[src/rtl/icache_refill_ctrl.sv]
// Icache refill controller: fetches one line from memory on a miss and writes its beats into
// the single-port data SRAM, arbitrating the port against fetch-side reads (writes win).
module icache_refill_ctrl #(
    parameter int unsigned DATA_WIDTH     = 64,
    parameter int unsigned NUM_WORDS      = 1024,
    parameter int unsigned ADDR_WIDTH     = $clog2(NUM_WORDS),
    parameter int unsigned BEATS_PER_LINE = 4,
    parameter int unsigned MEM_ADDR_WIDTH = 32
) (
    input  logic                      clk_i,
    input  logic                      rst_ni,
    input  logic                      miss_valid_i,
    output logic                      miss_ready_o,
    input  logic [MEM_ADDR_WIDTH-1:0] miss_addr_i,
    output logic                      refill_done_o,
    output logic                      mem_req_o,
    output logic [MEM_ADDR_WIDTH-1:0] mem_addr_o,
    input  logic                      mem_gnt_i,
    input  logic                      mem_rvalid_i,
    input  logic [DATA_WIDTH-1:0]     mem_rdata_i,
    input  logic                      rd_req_i,
    input  logic [ADDR_WIDTH-1:0]     rd_addr_i,
    output logic                      rd_stall_o,
    output logic                      sram_req_o,
    output logic                      sram_we_o,
    output logic [ADDR_WIDTH-1:0]     sram_addr_o,
    output logic [DATA_WIDTH-1:0]     sram_wdata_o
);

    localparam int unsigned OFF = $clog2(DATA_WIDTH / 8);
    localparam int unsigned BB  = $clog2(BEATS_PER_LINE);

    localparam logic [MEM_ADDR_WIDTH-1:0] LineMask = {MEM_ADDR_WIDTH{1'b1}} << (OFF + BB);
    localparam logic [BB-1:0]             LastBeat = BB'(BEATS_PER_LINE - 1);

    typedef enum logic [1:0] {StIdle, StReq, StData, StDone} state_e;

    state_e                      state_q;
    logic [BB-1:0]               cnt_q;
    logic [MEM_ADDR_WIDTH-1:0]   addr_q;
    logic                        miss_ready_q;
    logic                        mem_req_q;
    logic                        done_q;
    logic                        wr_beat;

    // miss_ready_q stays low for the first cycle after reset so all outputs read 0 until then.
    always_ff @(posedge clk_i or negedge rst_ni) begin
        if (!rst_ni) begin
            state_q      <= StIdle;
            cnt_q        <= '0;
            addr_q       <= '0;
            miss_ready_q <= 1'b0;
            mem_req_q    <= 1'b0;
            done_q       <= 1'b0;
        end else begin
            unique case (state_q)
                StIdle: begin
                    miss_ready_q <= 1'b1;
                    if (miss_valid_i && miss_ready_q) begin
                        addr_q       <= miss_addr_i & LineMask;
                        mem_req_q    <= 1'b1;
                        miss_ready_q <= 1'b0;
                        state_q      <= StReq;
                    end
                end
                StReq: begin
                    if (mem_gnt_i) begin
                        mem_req_q <= 1'b0;
                        state_q   <= StData;
                    end
                end
                StData: begin
                    if (mem_rvalid_i) begin
                        cnt_q <= cnt_q + 1'b1;
                        if (cnt_q == LastBeat) begin
                            done_q  <= 1'b1;
                            state_q <= StDone;
                        end
                    end
                end
                StDone: begin
                    done_q       <= 1'b0;
                    miss_ready_q <= 1'b1;
                    state_q      <= StIdle;
                end
                default: state_q <= StIdle;
            endcase
        end
    end

    assign wr_beat       = (state_q == StData) && mem_rvalid_i;
    assign miss_ready_o  = miss_ready_q;
    assign refill_done_o = done_q;
    assign mem_req_o     = mem_req_q;
    assign mem_addr_o    = mem_req_q ? addr_q : '0;

    always_comb begin
        sram_req_o   = 1'b0;
        sram_we_o    = 1'b0;
        sram_addr_o  = '0;
        sram_wdata_o = '0;
        rd_stall_o   = 1'b0;
        if (wr_beat) begin
            sram_req_o   = 1'b1;
            sram_we_o    = 1'b1;
            sram_addr_o  = {addr_q[OFF+ADDR_WIDTH-1:OFF+BB], cnt_q};
            sram_wdata_o = mem_rdata_i;
            rd_stall_o   = rd_req_i;
        end else if (rd_req_i) begin
            sram_req_o  = 1'b1;
            sram_addr_o = rd_addr_i;
        end
    end

endmodule

[config.mk]
export PLATFORM = sky130hd
export DESIGN_NAME = icache_refill_ctrl
export DESIGN_NICKNAME = d
export VERILOG_FILES = /design/src/rtl/icache_refill_ctrl.sv
export SDC_FILE = /design/constraint.sdc
export NUM_CORES = 1
export LEC_CHECK = 0
export BUFFER_PORTS_ARGS = -buffer_cell sky130_fd_sc_hd__clkbuf_2
export CAP_MARGIN = 15
export CORE_MARGIN = 4
export CORE_UTILIZATION = 33
export CTS_CLUSTER_SIZE = 28
export DETAILED_ROUTE_END_ITERATION = 7
export PLACE_DENSITY = 0.77
export SYNTH_ARGS = -nofsm -noshare
export SYNTH_HDL_FRONTEND = slang
export SYNTH_SLANG_ARGS = --single-unit
[constraint.sdc]
create_clock -name clk_i -period 1.35 [get_ports clk_i]
set_input_delay 0.135 -clock clk_i [delete_from_list [all_inputs] [get_ports clk_i]]
set_output_delay 0.135 -clock clk_i [all_outputs]
set_load 0.02 [all_outputs]
==> run metrics, run 1 <==
outcome=complete, but fails checks; violated checks=negative setup slack; effective utilization at floorplan=33.9%; boundary pin count=224; number of unique standard cell types used by synthesis=27; Cells after Synth=244; Clk pwr share=7.6%; Worst Setup Slack, final=-0.307 ns; RSZ-0062 raised after global routing=true; wirelength, routed=11300 um; sequential cell area fraction in the yosys report=36.9%; routability-driven placement congestion ratio=0.758; remaining number of nets flagged by the antenna check after routing=0; Buffers on Ports=213; worst hold path type=input port to flop; cell leakage power=2.67 nW; Slew Viols, Final=0; Critical Path Source Type=flop; number of hold violations in the final report=0; number of antenna cells inserted=0; cell area after placement=3700 um2; DRC viols=0; detailed-route via count=2855; wire length of the first global-routing pass=15000 um; global route overflow=0; detailed placer's ending HPWL=7480 um; insertion delay to the later sink of the worst-skew pair=0.28 ns; number of placement rows=30; Max Cap Violations=0; proportion of layout cells with a drive suffix above 1=77.1%; maximum clock skew at final layout=0.00289 ns; final setup TNS=-25.83 ns; Setup violations, final=107; worst path arrival time=1.52 ns; Clock H-tree levels=2; clock tree sinks=34; post-placement cell count=552; Wirelength per Cell=19.7 um; Clk pin slew, worst setup/hold paths=0.07 ns; critical path endpoint category=output pin; #FFs+latches synth=34; Switching Power=4.17 mW; IR drop worst, VDD=1.54 mV; final instance area=4790 um2; cell at the root of the clock tree=clkbuf_8; Power Density=2140 nW/um2; post-route minimum period=1.66 ns; DIE WIDTH=91.6 um; CTS Buf Count=5; Synth Warn #=0; Max Fclk=0.603 GHz; sw frac=40.7%; number of enable-type register cells in the synthesized netlist=0; data required time of the worst path=1.22 ns; DRC marker count from the first detailed-route iteration=99; Vias per Instance=4.96; area delta synth->final=108%; portion of the clock cycle consumed by the worst path in the final layout=123%; post-synth design cell area=2300 um2; clock tree from TritonCTS=built; vias in the first global route=2805; non-filler cells, final=576; 1st-pass router iterations=4; area enclosed by the die boundary=8390 um2; mean post-synth cell area=9.45 um2; antenna violations before repair=0; CP Class=flop to output pin; Top FF cell, synth=dfrtp_1; share of synthesized flip-flops with an asynchronous set or reset=100%; core area=6790 um2; maximum fanout along the worst path=21; Final #Nets=596; combinational cell fraction of total power=73.4%; maximum count of clock buffers along a single path=2; cell-internal power=6.08 mW; total global routing track utilization=22.7%; pin count of the biggest net entering global routing=47; height of the die=91.6 um; Flop pwr share=19.0%
repair_timing:
action / in CTS / in global routing
setup buffers: 6 / 4
setup endpoints to repair: 127 / 134
hold endpoints to repair: 34 / 0
gates resized for setup: 114 / 180
pin swaps: 2 / 6
cloned: 1 / 5
hold buffers: 1 / 0
registers in the layout, indices dropped and copies added, names as in the netlist:
signal         cells
addr_q            27
cnt_q              2
mem_req_o          1
miss_ready_o       1
refill_done_o      1
state_q            2
per-layer routing:
layer	wire length, um	track usage [%]
met1	3980	25.1
met3	882	7.04
met2	5950	40.4
met5	0	0
met4	509	8.92
synth_stat cells, types with 2 or more instances:
master / instances / area share (%)
and3_1: 65 / 18
and2_1: 27 / 7.3
nand3_1: 10 / 2.2
mux2_2: 8 / 3.9
inv_1: 5 / 0.81
buf_6: 2 / 0.98
mux2_4: 20 / 13
a21oi_1: 2 / 0.43
clkbuf_2: 2 / 0.43
nand2_1: 28 / 4.6
ha_1: 5 / 2.7
o21ai_0: 2 / 0.43
buf_4: 5 / 1.6
clkbuf_1: 17 / 2.8
dfrtp_1: 34 / 37
stage by stage:
step / setup slack (ns) / util [%] / power, mW / hold slack [ns]
3_3_place_gp: -0.121 / 54.4 / 7.08 / 0.187
3_5_place_dp: -0.187 / 54.4 / 7.21 / 0.198
6_report: -0.307 / 70.5 / 10.2 / 0.0791
4_1_cts: -0.300 / 63.8 / 8.68 / 0.0701
2_1_floorplan: -0.0830 / - / 5.49 / -0.161
5_1_grt: -0.359 / 70.5 / 10.8 / 0.0759
power groups by stage:
stage | clock network (mW) | registers [mW] | logic, mW
after floorplan | 0 | 1.83 | 3.66
after global placement | 0 | 1.88 | 5.20
after detailed placement | 0 | 1.90 | 5.31
after CTS | 0.809 | 1.88 | 5.99
after global routing | 0.854 | 2.01 | 7.93
final | 0.777 | 1.95 | 7.52
cells by family (layout without fill, tap and decap cells):
family	count (synthesis)	count (layout)	synth area share (%)
and+or+nand+nor	134	134	33.2
adders and majority gates	5	5	2.71
DFF	34	34	36.9
AOI/OAI and AO/OA	9	9	2.82
muxes	28	28	16.9
xor gates and xnor gates	1	1	0.380
other	1	5	0.163
buffers and inverters	32	264	6.84
layout make-up:
type	instances	area, um2
fill	487	2000
multi-input combinational	182	1580
inverter	5	23.8
clock inverter	1	5.00
timing repair buffer	251	2120
sequential	34	852
clock buffer	7	86.3
tap	96	120
worst max-delay path: stages (launching register included):
cell and delay (ns):
dfrtp_1 0.39, inv_2 0.09, ha_4 0.20, buf_6 0.18
and3_1 0.19, clkbuf_2 0.18
layout by cell type (no fill, tap or decap), types with 7 or more instances in the layout:
master and instances:
mux2_4 21, buf_4 19, and3_2 16, and3_1 30, mux2_2 7, buf_6 50
buf_8 26, and2_4 22, nand3_1 8, dfrtp_1 33, nand2_2 14, and3_4 19
nand2_1 13, clkbuf_2 128, clkbuf_8 25
final timing paths:
check	from	to	slack, ns	cells after the start
worst max-delay path	state_q[0]	sram_wdata_o[18]	-0.31	5
min in group asynchronous	rst_ni	addr_q[20]	0.42	3
worst min register to register	addr_q[27]	addr_q[27]	0.51	1
max in group asynchronous	rst_ni	mem_req_o	0.59	3
worst max register to register	state_q[1]	addr_q[5]	-0.22	6
worst min-delay path	miss_addr_i[15]	addr_q[15]	0.08	2
Note: power is estimated with default switching activity, not from simulation.
==> run 2, diff against run 1 <==
--- a/config.mk
+++ b/config.mk
@@ -5,13 +5,14 @@
 export SDC_FILE = /design/constraint.sdc
 export NUM_CORES = 1
 export LEC_CHECK = 0
+export ABC_AREA = 1
 export BUFFER_PORTS_ARGS = -buffer_cell sky130_fd_sc_hd__clkbuf_2
 export CAP_MARGIN = 15
 export CORE_MARGIN = 4
-export CORE_UTILIZATION = 33
+export CORE_UTILIZATION = 34
 export CTS_CLUSTER_SIZE = 28
 export DETAILED_ROUTE_END_ITERATION = 7
-export PLACE_DENSITY = 0.77
+export PLACE_DENSITY = 0.78
 export SYNTH_ARGS = -nofsm -noshare
 export SYNTH_HDL_FRONTEND = slang
 export SYNTH_SLANG_ARGS = --single-unit
==> run metrics, run 2 <==
antenna violations before repair=0; Max Fclk=0.584 GHz; Critical-path top delay cell=dfrtp_1; total global routing track utilization=22.8%; number of antenna cells inserted=0; Max Cap Violations=0; R2R Path End=addr_q[10]; maximum count of clock buffers along a single path=2; outcome=complete, but fails checks; mean post-synth cell area=6.03 um2; Clock H-tree levels=2; number of enable-type register cells in the synthesized netlist=0; final instance area=4880 um2; Cells after Synth=398; share of Yosys cell area claimed by the top area cell type=35.4%; Worst Min Path Start=miss_addr_i[9]; clock tree from TritonCTS=built; Clk pin slew, worst setup/hold paths=0.08 ns; wire length of the first global-routing pass=15500 um; core area=6830 um2; number of inserted filler cells in the final layout=551; worst hold path type=input port to flop; Top FF cell, synth=dfrtp_1; DRC viols=0; cell area after placement=3600 um2; violated checks=negative setup slack; flip-flop count of the largest register, all copies and words added=27; amount of wire on met3 after detailed routing=969 um; biggest area consumer among synthesized cells=dfrtp_1; share of synthesized flip-flops with an asynchronous set or reset=100%; area enclosed by the die boundary=8470 um2; Power Density=1690 nW/um2; most frequent standard cell in the layout excluding fill and tap cells=clkbuf_2; most used standard cell by instance count after synthesis=nand2_1; maximum clock skew at final layout=0.00916 ns; post-route minimum period=1.71 ns; detailed-route via count=3247; cell leakage power=3.11 nW; insertion delay to the later sink of the worst-skew pair=0.30 ns; post-placement cell count=703; Synth Warn #=0; Vias per Instance=4.43; pin count of the biggest net entering global routing=35; capture endpoint of the worst hold path=addr_q[9]; placement-stage worst setup slack=-0.179 ns; Buffers on Ports=213; cell at the root of the clock tree=clkbuf_8; post-synth design cell area=2400 um2; number of unique standard cell types used by synthesis=18; remaining number of nets flagged by the antenna check after routing=0; portion of the clock cycle consumed by the worst path in the final layout=127%; sequential cell area fraction in the yosys report=35.4%; CP Class=flop to output pin; boundary pin count=224; Slew Viols, Final=0; DIE WIDTH=92.0 um; RSZ-0062 raised after global routing=true; flop-to-flop setup slack=-0.19 ns; 1st-pass router iterations=4; maximum fanout along the worst path=18; WL met1=3630 um; DRC marker count from the first detailed-route iteration=142; Final #Nets=753; list of most frequent post-synthesis cells=nand2_1, inv_1, nor2_1; Critical Path Source Type=flop; Hold Path Depth=3; origin of the critical flop-to-flop path=state_q[1]; detailed placer's ending HPWL=6860 um; #FFs+latches synth=34; Top Registers=addr_q: 27 flops, cnt_q: 2 flops, state_q: 2 flops; IR drop worst, VDD=1.14 mV; global route overflow=0; CTS Buf Count=5; proportion of layout cells with a drive suffix above 1=54.8%; Wirelength per Cell=14.7 um; Layout Utilization=71.4%; worst path bufs/invs=3; number of hold violations in the final report=0; Slowest Stage Delay on Critical Path=0.37 ns; wirelength, routed=10800 um; number of placement rows=30; Top Family by Delay on Critical Path=flip-flops; clock tree sinks=34; effective utilization at floorplan=35.1%; height of the die=92.0 um; cell chain of the critical path=inv_2 -> ha_4 -> nand2_8 -> buf_12 -> nand3_1 -> nand2_2 -> buf_8; Setup violations, final=121; synth top area cells=dfrtp_1, nand2_1, inv_1; highest metal layer with signal wires=met4; register name with the most flops=addr_q; amount of wire on met2 after detailed routing=5820 um; vias in the first global route=3219; routability-driven placement congestion ratio=0.855; Worst Setup Slack, final=-0.362 ns; area delta synth->final=103%; depth of the worst register-to-register path=9; non-filler cells, final=733; critical path endpoint category=output pin; data required time of the worst path=1.22 ns; commonest non-fill, non-tap cells in the layout=clkbuf_2, nand2_1, inv_1; worst path arrival time=1.58 ns
run 2: cell count changes in the layout (fill, tap and decap cells not counted), moves of 22 or more:
| cell | before | now |
|---|---|---|
| and3_1 | 30 | 0 |
| nor2_1 | 0 | 40 |
| nand2_1 | 13 | 104 |
| clkbuf_4 | 0 | 32 |
| inv_1 | 2 | 85 |
| and2_4 | 22 | 0 |
run 2: final cells by class:
class                   count  area [um2]  share of cell area (%)
repair inverters            2        20.0                   0.411
inverters                 102         404                    8.29
flip-flops and latches     34         852                    17.5
clock buffers               6        82.6                    1.69
multi-input cells         243        1290                    26.5
clock inverters             2        60.1                    1.23
repair buffers            248        2040                    41.9
well taps                  96         120                    2.46
run 2: cell families (layout without fill, tap and decap cells):
group / Yosys count / count (layout) / share of synthesized area [%]
and+or+nand+nor: 229 / 229 / 38.2
buffers and inverters: 125 / 360 / 22.6
DFF: 34 / 34 / 35.4
adders and majority gates: 5 / 5 / 2.61
AOI/OAI and AO/OA: 3 / 3 / 0.625
other: 1 / 5 / 0.156
xor gates and xnor gates: 1 / 1 / 0.365
run 2: metrics by stage:
step / hold WS [ns] / power [mW] / TNS [ns]
after floorplan: -0.161 / 4.03 / -0.400
after global placement: 0.188 / 5.15 / -4.08
after detailed placement: 0.194 / 5.26 / -7.10
after CTS: 0.0392 / 7.41 / -20.53
after global routing: 0.0330 / 8.78 / -31.68
final: 0.0413 / 8.23 / -24.08
run 2: metal layers:
layer / GRT usage, % / up-vias
met5: 0 / -
met3: 5.66 / 30
met4: 8.66 / 0
met2: 42.5 / 164
li1: - / 1568
met1: 24.5 / 1485
run 2: timing repair:
action,CTS,global route
endpoints found under the setup margin,126,129
gates resized for setup,145,174
hold buffers,1,0
pin swaps,9,9
endpoints found under the hold margin,34,0
setup buffers,12,3
cloned,5,3
run 2: worst max path at each step:
stage | cells past startpoint | to | start | slack [ns]
floorplan | 6 | sram_wdata_o[46] | state_q[0] | -0.04
global placement | 7 | sram_addr_o[1] | state_q[0] | -0.13
detailed placement | 7 | sram_addr_o[1] | state_q[0] | -0.18
CTS | 7 | sram_addr_o[7] | state_q[1] | -0.31
global route | 8 | sram_addr_o[2] | state_q[0] | -0.40
finish | 7 | sram_addr_o[3] | state_q[0] | -0.36
run 2: worst min-delay path, cell delays in order:
cell      delay [ns]
clkbuf_2        0.08
nand2_1         0.04
nand2_1         0.05
run 2: power by group:
part           internal [mW]  total [mW]  switching, mW  leakage (nW)
combinational           2.35        5.12           2.76          2.61
sequential              1.49        1.93          0.438         0.425
clock                  0.788        1.19          0.399        0.0714
==> run 3, diff against run 2 <==
--- a/config.mk
+++ b/config.mk
@@ -8,11 +8,13 @@
 export ABC_AREA = 1
 export BUFFER_PORTS_ARGS = -buffer_cell sky130_fd_sc_hd__clkbuf_2
 export CAP_MARGIN = 15
+export CELL_PAD_IN_SITES_DETAIL_PLACEMENT = 0
+export CELL_PAD_IN_SITES_GLOBAL_PLACEMENT = 2
 export CORE_MARGIN = 4
-export CORE_UTILIZATION = 34
+export CORE_UTILIZATION = 17
 export CTS_CLUSTER_SIZE = 28
 export DETAILED_ROUTE_END_ITERATION = 7
-export PLACE_DENSITY = 0.78
+export PLACE_DENSITY_LB_ADDON = 0.1
 export SYNTH_ARGS = -nofsm -noshare
 export SYNTH_HDL_FRONTEND = slang
 export SYNTH_SLANG_ARGS = --single-unit
==> constraint.sdc (replaced) <==
create_clock -name clk_i -period 2.02 [get_ports clk_i]
set_input_delay 0.202 -clock clk_i [delete_from_list [all_inputs] [get_ports clk_i]]
set_output_delay 0.202 -clock clk_i [all_outputs]
set_load 0.02 [all_outputs]
==> run metrics, run 3 (synthesis results as in run 2) <==
flip-flop count of the largest register, all copies and words added=27; Max Cap Violations=0; vias in the first global route=2766; total global routing track utilization=11.1%; Worst Setup Slack, final=0.147 ns; height of the die=127 um; effective utilization at floorplan=17.3%; outcome=finished, final reports clean; maximum clock skew at final layout=0.00876 ns; relative max-transition margin=65.9%; CTS Buf Count=5; cell at the root of the clock tree=clkbuf_16; maximum fanout along the worst path=5; wire length of the first global-routing pass=14400 um; critical path endpoint category=output pin; antenna violations before repair=0; Final #Nets=728; number of hold violations in the final report=0; commonest non-fill, non-tap cells in the layout=clkbuf_2, nand2_1, inv_1; Slew Viols, Final=0; Clk pin slew, worst setup/hold paths=0.06 ns; 1st-pass router iterations=4; transition time of the tightest slew-check pin=0.511 ns; area enclosed by the die boundary=16100 um2; routability-driven placement congestion ratio=0.766; overall power of the completed layout=4.19 mW; number of antenna cells inserted=0; CP Class=flop to output pin; clock tree sinks=34; DRC viols=0; Max Fclk=0.534 GHz; Vias per Instance=3.65; non-filler cells, final=792; post-route minimum period=1.87 ns; Setup violations, final=0; Wirelength per Cell=12.1 um; boundary pin count=224; Critical Path Source Type=flop; final setup TNS=0 ns; Power Density=1090 nW/um2; number of placement rows=43; detailed placer's ending HPWL=7600 um; proportion of layout cells with a drive suffix above 1=40.7%; Buffers on Ports=213; area delta synth->final=59.7%; pin count of the biggest net entering global routing=41; Clock H-tree levels=2; cell leakage power=2.76 nW; detailed-route via count=2892; post-placement cell count=778; RSZ-0062 raised after global routing=false; clock tree from TritonCTS=built; core area=13900 um2; data required time of the worst path=1.82 ns; DIE WIDTH=127 um; worst path arrival time=1.67 ns; wirelength, routed=9600 um; portion of the clock cycle consumed by the worst path in the final layout=92.7%; remaining number of nets flagged by the antenna check after routing=0; register name with the most flops=addr_q; Top Registers=addr_q: 27 flops, cnt_q: 2 flops, state_q: 2 flops; insertion delay to the later sink of the worst-skew pair=0.28 ns; most frequent standard cell in the layout excluding fill and tap cells=clkbuf_2; IR drop worst, VDD=0.487 mV; maximum count of clock buffers along a single path=2; placement-stage worst setup slack=0.335 ns; DRC marker count from the first detailed-route iteration=78; global route overflow=0; worst hold path type=input port to flop
[run 3: cell count changes in the layout (fill, tap and decap cells not counted), moves of 19 or more]
cell      previous run  this run
buf_4               26         7
buf_6               39         1
clkbuf_2           116       214
clkbuf_4            32         0
nand2_1            104       135
nand2_2             34        11
nor2_1              40        67
nor2_2              20         0
[run 3: stage by stage]
stage,utilization (%),hold slack (ns),cell area (um2)
global route,27.6,0.129,3830
global placement,26.0,0.289,3600
floorplan,-,-0.0936,2420
CTS,27.1,0.116,3770
finish,27.6,0.118,3830
detailed placement,26.0,0.291,3600
[run 3: layout make-up]
| cell class | count | area (um2) |
|---|---|---|
| inverter | 102 | 387 |
| tap | 180 | 225 |
| multi-input combinational | 243 | 1030 |
| clock buffer | 6 | 139 |
| sequential | 34 | 851 |
| clock inverter | 2 | 12.5 |
| timing repair buffer | 225 | 1190 |
| fill | 1632 | 10000 |
[run 3: repair_timing]
| action | CTS | global route |
|---|---|---|
| hold buffers | 1 | 0 |
| endpoints found under the setup margin | 0 | 50 |
| resized for setup | 0 | 4 |
| setup buffers | 0 | 4 |
| endpoints found under the hold margin | 28 | 0 |
[run 3: report_power, final]
group	switching, mW	internal, mW
combinational	1.46	0.755
sequential	0.201	0.998
clock	0.292	0.488
total	1.95	2.24
[run 3: final timing paths]
kind | startpoint | depth (start not counted) | end | slack (ns)
max reg2reg | state_q[0] | 7 | addr_q[21] | 0.56
min reg2reg | addr_q[15] | 2 | addr_q[15] | 0.47
max | state_q[0] | 8 | sram_addr_o[4] | 0.15
min in group asynchronous | rst_ni | 3 | addr_q[18] | 0.50
max in group asynchronous | rst_ni | 3 | refill_done_o | 1.18
min | miss_addr_i[26] | 3 | addr_q[26] | 0.12
[run 3: worst max-delay path, cell delays in order, from the launching register on]
cell	delay, ns
dfrtp_1	0.41
inv_1	0.10
ha_2	0.23
nand2_4	0.11
clkinvlp_4	0.09
clkbuf_2	0.15
nand2_1	0.07
nand2_1	0.07
clkbuf_2	0.17
[run 3: per-layer routing]
metal | vias to the layer above | track usage, % | share of wire [%]
met5 | - | 0 | 0
met4 | 0 | 2.59 | 1.1
met3 | 8 | 2.91 | 9.9
met2 | 140 | 19.8 | 49
met1 | 1226 | 13.2 | 40
li1 | 1518 | - | -
